===== config.mk =====
export PLATFORM = sky130hd
export DESIGN_NAME = matrix_dispatch_flat
export DESIGN_NICKNAME = d
export VERILOG_FILES = /design/src/rtl/matrix_dispatch_pkg.sv /design/src/rtl/matrix_dispatch_if.sv /design/src/rtl/matrix_dispatch_mtag_alloc.sv /design/src/rtl/matrix_dispatch.sv /design/src/flat_wrapper.sv
export SDC_FILE = /design/constraint.sdc
export NUM_CORES = 1
export LEC_CHECK = 0
export BUFFER_PORTS_ARGS = -buffer_cell sky130_fd_sc_hd__clkbuf_2
export CORE_ASPECT_RATIO = 1.25
export CORE_MARGIN = 2
export CORE_UTILIZATION = 48
export CTS_CLUSTER_SIZE = 25
export DETAILED_ROUTE_END_ITERATION = 8
export PLACE_DENSITY_LB_ADDON = 0.12
export SYNTH_ARGS = -nofsm -noshare
export SYNTH_HDL_FRONTEND = slang
export SYNTH_HIERARCHICAL = 1
export SYNTH_SLANG_ARGS = --single-unit

===== constraint.sdc =====
create_clock -name CLK -period 2.6 [get_ports CLK]
set_clock_uncertainty 0.15 [all_clocks]
set_input_delay 0.13 -clock CLK [delete_from_list [all_inputs] [get_ports CLK]]
set_output_delay 0.13 -clock CLK [all_outputs]
set_load 0.05 [all_outputs]

===== src/rtl/matrix_dispatch_pkg.sv =====
// Shared types and constants for the matrix dispatch stage: opcodes, the
// issue packet, the register status table view and the output-slot states.
package matrix_dispatch_pkg;

  localparam int NMREGS  = 16;
  localparam int NMTAGS  = 4;
  localparam int MREG_W  = 4;
  localparam int MTAG_W  = 2;

  typedef enum logic [1:0] {
    MOP_MLOAD  = 2'd0,
    MOP_MSTORE = 2'd1,
    MOP_GEMM   = 2'd2,
    MOP_RSVD   = 2'd3
  } mop_t;

  typedef struct packed {
    mop_t              op;
    logic [MREG_W-1:0] rd;
    logic [MREG_W-1:0] rs1;
    logic [MREG_W-1:0] rs2;
    logic [MREG_W-1:0] rs3;
    logic [MTAG_W-1:0] tag;
  } mdisp_t;

  typedef struct packed {
    logic [NMREGS-1:0]             busy;
    logic [NMREGS-1:0][MTAG_W-1:0] tag;
  } rst_m_t;

  typedef enum logic {
    SLOT_EMPTY = 1'b0,
    SLOT_FULL  = 1'b1
  } slot_state_e;

  // Scanning from the top down leaves the lowest set index as the result.
  function automatic logic [MTAG_W-1:0] lowest_free(input logic [NMTAGS-1:0] map);
    lowest_free = '0;
    for (int i = NMTAGS - 1; i >= 0; i--) begin
      if (map[i]) lowest_free = MTAG_W'(i);
    end
  endfunction

endpackage


===== src/rtl/matrix_dispatch_if.sv =====
// Decoded-instruction input bundle and issue-packet output bundle of the
// matrix dispatch stage.
interface matrix_dispatch_if;
  import matrix_dispatch_pkg::*;

  logic              in_valid;
  logic              in_ready;
  mop_t              in_op;
  logic [MREG_W-1:0] in_rd;
  logic [MREG_W-1:0] in_rs1;
  logic [MREG_W-1:0] in_rs2;
  logic [MREG_W-1:0] in_rs3;

  logic              out_valid;
  logic              out_ready;
  mdisp_t            out_pkt;

  modport master (
    output in_valid, in_op, in_rd, in_rs1, in_rs2, in_rs3, out_ready,
    input  in_ready, out_valid, out_pkt
  );

  modport slave (
    input  in_valid, in_op, in_rd, in_rs1, in_rs2, in_rs3, out_ready,
    output in_ready, out_valid, out_pkt
  );

endinterface


===== src/rtl/matrix_dispatch_mtag_alloc.sv =====
// In-flight tag allocator: free bitmap, lowest-free priority pick and
// retire handling.
module mtag_alloc
  import matrix_dispatch_pkg::*;
(
  input  logic              clk,
  input  logic              rst_n,
  input  logic              alloc_req,
  output logic [MTAG_W-1:0] alloc_tag,
  output logic              alloc_ok,
  input  logic              free_valid,
  input  logic [MTAG_W-1:0] free_tag
);

  logic [NMTAGS-1:0] free_q;
  logic [NMTAGS-1:0] free_d;

  assign alloc_ok  = |free_q;
  assign alloc_tag = lowest_free(free_q);

  // Retire is applied before allocate, so a retire aimed at the tag being
  // allocated (necessarily already free) cannot undo the allocation.
  always_comb begin
    free_d = free_q;
    if (free_valid) free_d[free_tag] = 1'b1;
    if (alloc_req && alloc_ok) free_d[alloc_tag] = 1'b0;
  end

  always_ff @(posedge clk or negedge rst_n) begin
    if (!rst_n) free_q <= '1;
    else        free_q <= free_d;
  end

endmodule


===== src/rtl/matrix_dispatch.sv =====
// Matrix instruction dispatch: hazard check against the register status
// table, tag allocation, RST dispatch write and a one-entry issue register.
module matrix_dispatch
  import matrix_dispatch_pkg::*;
#(
  parameter int STALL_W = 16
) (
  input  logic               CLK,
  input  logic               nRST,
  matrix_dispatch_if.slave   dsp,
  input  rst_m_t             status,
  output logic [MREG_W-1:0]  di_sel,
  output logic               di_write,
  output logic [MTAG_W-1:0]  di_tag,
  input  logic               wb_valid,
  input  logic [MTAG_W-1:0]  wb_tag,
  output logic [STALL_W-1:0] stall_cnt
);

  slot_state_e        state_q, state_d;
  mdisp_t             pkt_q, pkt_d;
  logic [STALL_W-1:0] stallCnt_q, stallCnt_d;

  logic              isGemm, isStore, isRsvd, writesRd;
  logic              rawHaz, wawHaz, hazard;
  logic              tagOk, slotOk, accept, issue;
  logic [MTAG_W-1:0] allocTag;
  logic              unusedStatusTag;

  // Hazards use only the registered status; the RST tag field is not needed.
  assign unusedStatusTag = ^status.tag;

  always_comb begin
    isGemm   = (dsp.in_op == MOP_GEMM);
    isStore  = (dsp.in_op == MOP_MSTORE);
    isRsvd   = (dsp.in_op == MOP_RSVD);
    writesRd = (dsp.in_op == MOP_MLOAD) || isGemm;

    rawHaz = (isGemm && (status.busy[dsp.in_rs1] || status.busy[dsp.in_rs2] ||
                         status.busy[dsp.in_rs3])) ||
             (isStore && status.busy[dsp.in_rs1]);
    wawHaz = writesRd && status.busy[dsp.in_rd];
    hazard = rawHaz || wawHaz;

    slotOk = (state_q == SLOT_EMPTY) || dsp.out_ready;
    if (isRsvd) accept = dsp.in_valid && slotOk;
    else        accept = dsp.in_valid && !hazard && tagOk && slotOk;
    issue = accept && !isRsvd;
  end

  assign dsp.in_ready = accept;

  mtag_alloc u_tags (
    .clk        (CLK),
    .rst_n      (nRST),
    .alloc_req  (issue),
    .alloc_tag  (allocTag),
    .alloc_ok   (tagOk),
    .free_valid (wb_valid),
    .free_tag   (wb_tag)
  );

  always_comb begin
    di_write = accept && writesRd;
    di_sel   = di_write ? dsp.in_rd : '0;
    di_tag   = di_write ? allocTag  : '0;
  end

  always_ff @(posedge CLK or negedge nRST) begin
    if (!nRST) state_q <= SLOT_EMPTY;
    else       state_q <= state_d;
  end

  // A reserved op that is accepted while full still lets the slot drain.
  always_comb begin
    state_d = state_q;
    case (state_q)
      SLOT_EMPTY: if (issue) state_d = SLOT_FULL;
      SLOT_FULL:  if (!issue && dsp.out_ready) state_d = SLOT_EMPTY;
      default:    state_d = SLOT_EMPTY;
    endcase
  end

  always_comb begin
    dsp.out_valid = (state_q == SLOT_FULL);
    dsp.out_pkt   = pkt_q;
  end

  always_comb begin
    pkt_d = pkt_q;
    if (issue) begin
      pkt_d.op  = dsp.in_op;
      pkt_d.rd  = dsp.in_rd;
      pkt_d.rs1 = dsp.in_rs1;
      pkt_d.rs2 = dsp.in_rs2;
      pkt_d.rs3 = dsp.in_rs3;
      pkt_d.tag = allocTag;
    end
  end

  always_comb begin
    stallCnt_d = stallCnt_q;
    if (dsp.in_valid && hazard && !(&stallCnt_q)) stallCnt_d = stallCnt_q + STALL_W'(1);
  end

  always_ff @(posedge CLK or negedge nRST) begin
    if (!nRST) begin
      pkt_q      <= '0;
      stallCnt_q <= '0;
    end else begin
      pkt_q      <= pkt_d;
      stallCnt_q <= stallCnt_d;
    end
  end

  assign stall_cnt = stallCnt_q;

endmodule


===== src/flat_wrapper.sv =====
// flat-port wrapper written by rule: the top's interface ports become plain ports
module matrix_dispatch_flat import matrix_dispatch_pkg::*;
#(
  parameter int STALL_W = 16
)
  (CLK, nRST, status, di_sel, di_write, di_tag, wb_valid, wb_tag, stall_cnt, dsp_in_valid, dsp_in_op, dsp_in_rd, dsp_in_rs1, dsp_in_rs2, dsp_in_rs3, dsp_out_ready, dsp_in_ready, dsp_out_valid, dsp_out_pkt);
  matrix_dispatch_if dsp_i ();
  input  logic CLK;
  input  logic nRST;
  input  rst_m_t status;
  output logic [MREG_W-1:0] di_sel;
  output logic di_write;
  output logic [MTAG_W-1:0] di_tag;
  input  logic wb_valid;
  input  logic [MTAG_W-1:0] wb_tag;
  output logic [STALL_W-1:0] stall_cnt;
  input wire logic [$bits(dsp_i.in_valid)-1:0] dsp_in_valid;
  input wire logic [$bits(dsp_i.in_op)-1:0] dsp_in_op;
  input wire logic [$bits(dsp_i.in_rd)-1:0] dsp_in_rd;
  input wire logic [$bits(dsp_i.in_rs1)-1:0] dsp_in_rs1;
  input wire logic [$bits(dsp_i.in_rs2)-1:0] dsp_in_rs2;
  input wire logic [$bits(dsp_i.in_rs3)-1:0] dsp_in_rs3;
  input wire logic [$bits(dsp_i.out_ready)-1:0] dsp_out_ready;
  output wire logic [$bits(dsp_i.in_ready)-1:0] dsp_in_ready;
  output wire logic [$bits(dsp_i.out_valid)-1:0] dsp_out_valid;
  output wire logic [$bits(dsp_i.out_pkt)-1:0] dsp_out_pkt;
  assign dsp_i.in_valid = dsp_in_valid;
  assign dsp_i.in_op = dsp_in_op;
  assign dsp_i.in_rd = dsp_in_rd;
  assign dsp_i.in_rs1 = dsp_in_rs1;
  assign dsp_i.in_rs2 = dsp_in_rs2;
  assign dsp_i.in_rs3 = dsp_in_rs3;
  assign dsp_i.out_ready = dsp_out_ready;
  assign dsp_in_ready = dsp_i.in_ready;
  assign dsp_out_valid = dsp_i.out_valid;
  assign dsp_out_pkt = dsp_i.out_pkt;
  matrix_dispatch #(.STALL_W(STALL_W)) u_core (.CLK(CLK), .nRST(nRST), .dsp(dsp_i), .status(status), .di_sel(di_sel), .di_write(di_write), .di_tag(di_tag), .wb_valid(wb_valid), .wb_tag(wb_tag), .stall_cnt(stall_cnt));
endmodule

==> results.yml, run 1 <==
outcome:
  status: "completed"
place:
  gp_congestion: 0.892
  dp.cells: 409
  dp_slack_ps: -110
  io_buffers: 85
  hpwl_mm: 4.93
  place_area_um2: 3360
setup_path:
  worstPathMaxFanout: 8
  crit_arrival_ps: 2260
  end_kind: "primary output"
  slowest_stage: "or3_4"
  crit_type: "input port to primary output"
  path_buf_inv: 3
  crit_path_cell_trace: "clkbuf_2, mux2_2, nand3_1, o21ai_0, nor4_2, buf_4, and3_1, o21ai_1, or3_4, nor2_1, buf_4"
  worstSetupStartpointType: "input port"
  max_stage_delay_ps: 430
  crit_family: "simple AND/OR/NAND/NOR gates"
  cp_data_required_time_ps: 2320
  cpMostUsedCell: "buf_4"
power:
  p_total_mw: 2.96
  vdd_drop_max_mv: 0.693
  p_per_area_nw_per_um2: 813
  p_leak_nw: 1.83
sta:
  worst_slew_pin_slew_ps: 1000
  finalCritPeriodShare_pct: 97.6
  hold_viol: 0
  rsz0062_at_grt: "yes"
  max_slew_margin_pct: 33.3
  setup_viol: 0
  max_freq_mhz: 394
  slew_viol_final: 0
  fin_ws_ps: 62.7
  min_period_ps: 2540
  setup_tns_ps: 0
final_layout:
  fillers: 470
  syn2layout_area_growth_pct: 33.1
  multiInputGateArea_um2: 1570
  nets: 438
  drive_gt1_share_pct: 43.8
  instances_no_fill: 429
  antenna_cells: 0
  fin_area_um2: 3640
  ff_latch_area_um2: 1030
cts:
  cts_max_level: 2
  cts_sinks: 41
  cts_buffer_depth: 2
  cts_tree: "done"
  clk_latency_ps: 300
  cts_root_buf: "clkbuf_8"
  numCtsBuffers: 5
  cts_setup_buffers: 0
  clk_pin_slew_ps: 80
route:
  wl_per_cell_um: 15.8
  firstDrtPassIters: 4
  ant_nets: 0
  vias: 2344
  drt_iter0_drc: 79
  wl_mm: 6.77
  drcViolationCount: 0
  viasPerCell: 5.46
synthesis:
  post-synth-top-count-cell: "dfrtp_1"
  ys_types: 49
  synth_edf_count: 0
  synth_seq_area_share_pct: 37.7
  synth_area_um2: 2740
  synth_top_cell_by_area: "dfrtp_1"
  syn-num-nets: 327
  ys_ff_latch: 41
  syn_inst: 253
  synth_area_per_cell_um2: 10.8
  synth_warnings: 6
  async_flop_share_pct: 100
  synthTopCellsByArea: "dfrtp_1, mux2_4, mux4_2"
  yosysTopAreaCellShare_pct: 33.9
  netlist_top_cells_count: "dfrtp_1, mux2i_1, mux2_4, inv_1, nor2_1"
  yosys_most_used_dff: "dfrtp_1"
floorplan:
  core-area_um2: 5480
  fp-row-count: 30
  initial_utilization_pct: 49.9
  die_w_um: 71.5
  die_area_um2: 6320
  die_h_um: 88.4
  pin_count: 118
grt:
  antenna_found_initial: 0
  grt_max_degree: 42
  track_usage_pct: 21.4
  grt_pass1_wl_mm: 10.6
  grt_pass1_vias: 2168
  gr-total-overflow: 0
job:
  cap_violations: 0
worst_hold_path:
  hp-class: "input port to register"
[layer usage]
metal  vias up  GRT usage, %  share of wire [%]
li1       1148             -                  -
met1      1134          27.0                 43
met2        57          38.3                 52
met3         5          3.30                4.0
met4         0          6.00               0.75
met5         -             0                  0
[cell usage in the layout (no fill, tap or decap), drive strengths merged, types with 2 or more instances in the layout]
cell	netlist	final
clkbuf	4	83
dfrtp	37	37
buf	11	30
mux2	22	22
mux2i	20	20
inv	17	17
nor2	14	14
xnor2	13	13
dlygate4sd3	0	12
nand3	10	10
and3	10	10
mux4	9	9
nand2	8	8
o32ai	7	7
nand4	7	7
a21oi	7	7
nor3	6	6
nand2b	5	5
o21ai	5	5
nand3b	4	4
and2	4	4
dfstp	4	4
a31oi	3	3
nor2b	3	3
nor4	3	3
or3	2	2
[per-stage QoR]
step	hold slack (ps)	util (%)
global route	33.3	66.4
global placement	201	61.3
floorplan	-316	-
CTS	13.2	66.0
detailed placement	210	61.3
finish	24.9	66.4
[report_power, final]
| part | internal (mW) | switching, mW | leakage [nW] |
|---|---|---|---|
| clock network | 0.312 | 0.231 | 0.0574 |
| registers | 0.845 | 0.141 | 0.501 |
| logic | 0.487 | 0.943 | 1.27 |
[worst paths after layout]
path,from,end,slack (ps),cells past startpoint
setup / recovery,dsp_in_rs3[2],di_sel[0],60,11
hold / removal,dsp_in_rs2[3],u_core/dsp.out_pkt[9],20,2
setup reg to reg,u_core/stall_cnt[7],u_core/stall_cnt[1],380,7
hold reg to reg,u_core/stall_cnt[4],u_core/stall_cnt[4],340,1
max in group asynchronous,nRST,u_core/stall_cnt[6],1300,2
min in group asynchronous,nRST,u_core/dsp.out_pkt[12],370,2
[logic make-up (layout without fill, tap and decap cells)]
group | Yosys count | in the layout | share of synthesized area (%)
xor gates and xnor gates | 14 | 14 | 4.48
DFF | 41 | 41 | 37.7
muxes | 51 | 51 | 26.3
AOI/OAI and AO/OA | 31 | 31 | 8.05
adders and majority gates | 1 | 1 | 0.457
and+or+nand+nor | 83 | 83 | 17.6
buffers and inverters | 32 | 144 | 5.44
[flip-flops by register name (all words and copies together) (netlist names)]
| name | cells |
|---|---|
| u_core/dsp.out_pkt | 20 |
| u_core/stall_cnt | 16 |
| u_core/u_tags/free_q | 4 |
| u_core/dsp.out_valid | 1 |
[final cells by class]
type,count,share of cell area (%)
timing repair buffer,119,21.3
sequential,41,28.3
multi-input combinational,180,43.2
tap,64,2.20
inverter,17,1.75
clock inverter,2,1.03
clock buffer,6,2.27
[what timing repair did]
item,CTS,global route
endpoints found under the hold margin,47,0
pin swaps,0,1
endpoints found under the setup margin,7,7
gates resized for setup,7,15
hold buffers,12,0
[worst reg2reg max path: stages, from the launching register on]
cell and delay (ps):
dfrtp_1 430, and3_1 220, and2_1 170, and3_1 220, and3_1 200, nor3_4 220
buf_12 160, mux2_2 330
(Power assumes the default switching activity.)
==> run 2, diff against run 1 <==
ABC_AREA = 1   (was not set)
CORE_UTILIZATION = 49   (was 48)
==> run 2 against run 1 <==
Flip-flop and latch count unchanged. Worst hold slack worse by 8.8 ps. Clock-buffer cell count down 1. Core utilization down 1.9 points. Critical path depth up 3. Combinational power down 8%. Highest routed layer unchanged.
==> results.yml, run 2 <==
place:
  gp_congestion: 0.988
  place_area_um2: 3420
  hpwl_mm: 6.29
  dp.cells: 591
  dp_slack_ps: 289
  io_buffers: 85
synthesis:
  synthTopCellsByArea: "dfrtp_1, nand2_1, nand3_1"
  netlist_top_cells_count: "nand2_1, nand3_1, inv_1, dfrtp_1, nand4_1"
  yosys_most_used_dff: "dfrtp_1"
  synth_warnings: 6
  synth_edf_count: 0
  synth_seq_area_share_pct: 34.9
  ys_ff_latch: 41
  synth_area_um2: 2950
  synth_area_per_cell_um2: 6.62
  async_flop_share_pct: 100
  post-synth-top-count-cell: "nand2_1"
  yosysTopAreaCellShare_pct: 31.4
  syn_inst: 446
  synth_top_cell_by_area: "dfrtp_1"
  syn-num-nets: 520
  ys_types: 28
cts:
  cts_buffer_depth: 2
  cts_tree: "done"
  clk_pin_slew_ps: 80
  numCtsBuffers: 5
  cts_max_level: 2
  cts_root_buf: "clkbuf_8"
  clk_latency_ps: 300
  cts_sinks: 41
setup_path:
  crit_family: "buffers and inverters"
  max_stage_delay_ps: 530
  r2r_start: "u_core/stall_cnt[9]"
  r2r_end: "u_core/stall_cnt[4]"
  rr_worst_depth: 7
  worstSetupStartpointType: "input port"
  crit_arrival_ps: 2120
  cp_data_required_time_ps: 2320
  crit_type: "input port to primary output"
  path_buf_inv: 5
  crit_path_cell_trace: "dlygate4sd3_1, clkbuf_2, inv_1, nand3_1, nand3_1, nand2_1, inv_1, nand3_1, nand2_1, nand3_1, nand2_1, nand3_4, nor2_1, clkbuf_2"
  slowest_stage: "dlygate4sd3_1"
  end_kind: "primary output"
  reg2reg_setup_slack_ps: 420
  worstPathMaxFanout: 7
  cpMostUsedCell: "nand3_1"
sta:
  finalCritPeriodShare_pct: 92.4
  hold_viol: 0
  worst_slew_pin_slew_ps: 1020
  slew_viol_final: 0
  max_freq_mhz: 416
  setup_tns_ps: 0
  fin_ws_ps: 197
  setup_viol: 0
  rsz0062_at_grt: "no"
  max_slew_margin_pct: 31.9
  min_period_ps: 2400
floorplan:
  die_h_um: 90.8
  initial_utilization_pct: 50.8
  fp-row-count: 31
  pin_count: 118
  die_area_um2: 6670
  die_w_um: 73.4
  core-area_um2: 5820
grt:
  grt_pass1_wl_mm: 13.5
  gr-total-overflow: 0
  grt_pass1_vias: 3003
  track_usage_pct: 25.3
  antenna_found_initial: 0
  grt_max_degree: 42
final_layout:
  ff_latch_area_um2: 1030
  fin_area_um2: 3750
  multiInputGateArea_um2: 1570
  nets: 624
  largest_reg_flops: 20
  instances_no_fill: 617
  fillers: 575
  drive_gt1_share_pct: 22.3
  antenna_cells: 0
  syn2layout_area_growth_pct: 27.1
  final_cell_mix: "nand2_1, clkbuf_2, nand3_1"
  final_common_cell: "nand2_1"
route:
  wl_mm: 8.29
  drt_iter0_drc: 135
  wl_per_cell_um: 13.4
  firstDrtPassIters: 4
  vias: 3238
  viasPerCell: 5.25
  drcViolationCount: 0
  ant_nets: 0
power:
  p_total_mw: 2.91
  p_leak_nw: 2.14
  p_per_area_nw_per_um2: 776
  vdd_drop_max_mv: 0.396
outcome:
  status: "completed"
job:
  cap_violations: 0
worst_hold_path:
  worstHoldEndpoint: "u_core/dsp.out_pkt[11]"
  hp-class: "input port to register"
  holdCritStartpoint: "dsp_in_rs1[1]"
  hold_path_depth: 3
## run 2: cell types whose count changed after synthesis, moves of 18 or more
cell	previous run	this run
inv_1	17	57
mux2_4	18	0
mux2i_1	20	0
nand2_1	8	170
nand3_1	10	72
nand4_1	7	26
## run 2: through the flow
| step | util (%) | hold slack (ps) |
|---|---|---|
| after detailed placement | 58.8 | 202 |
| after global routing | 64.5 | 16.6 |
| after global placement | 58.8 | 195 |
| final | 64.5 | 16.1 |
| after CTS | 64.3 | 11.7 |
| after floorplan | - | -316 |
## run 2: cell type report
type                    count  area share, %
clock buffers               5           1.83
clock inverters             3           1.83
inverters                  61           6.10
multi-input cells         327           41.8
flip-flops and latches     41           27.5
well taps                  66           2.20
repair buffers            114           18.8
## run 2: repair_timing
action	4_1_cts	5_1_grt
endpoints found under the hold margin	53	0
gates resized for setup	0	6
endpoints found under the setup margin	0	7
hold buffers	18	0
setup buffers	0	0
## run 2: worst max-delay path by stage
stage,slack [ps],cells past startpoint,startpoint,endpoint
6_report,200,14,dsp_in_rs1[2],di_sel[0]
5_1_grt,30,14,dsp_in_rs1[2],di_sel[3]
4_1_cts,40,14,dsp_in_rs2[2],di_sel[3]
3_5_place_dp,290,15,dsp_in_rs3[0],di_sel[3]
3_3_place_gp,320,15,dsp_in_rs3[0],di_sel[3]
2_1_floorplan,210,9,u_core/stall_cnt[0],u_core/stall_cnt[2]
## run 2: kinds of logic (layout without fill, tap and decap cells)
kind of cell | Yosys count | in the layout | synth area share (%)
AND/OR/NAND/NOR | 301 | 301 | 45.4
adder cells (fa/ha/maj) | 1 | 1 | 0.424
AO/OA/AOI/OAI | 11 | 11 | 2.67
buffers and inverters | 78 | 183 | 12.4
XOR/XNOR | 14 | 14 | 4.15
flip-flops | 41 | 41 | 34.9
## run 2: worst reg2reg max path, cell delays in order, from the launching register on
cell     delay, ps
dfrtp_1        420
inv_1          100
nor3_1         350
nand2_1        120
or3_1          540
buf_4          260
nand3_1         80
nand2_1         50
## run 2: power by group
| part | total [mW] | switching, mW | internal, mW | leakage [nW] |
|---|---|---|---|---|
| Sequential | 0.968 | 0.142 | 0.826 | 0.523 |
| Combinational | 1.32 | 0.978 | 0.344 | 1.55 |
| Clock | 0.623 | 0.236 | 0.387 | 0.0687 |
| Total | 2.91 | 1.36 | 1.56 | 2.14 |
## run 2: routing by layer
metal	up-vias	part of all wire (%)	GRT usage (%)
met2	94	53	45.3
met4	0	2.5	9.09
met5	-	0	0
met1	1493	40	30.5
met3	16	4.4	2.79
li1	1635	-	-
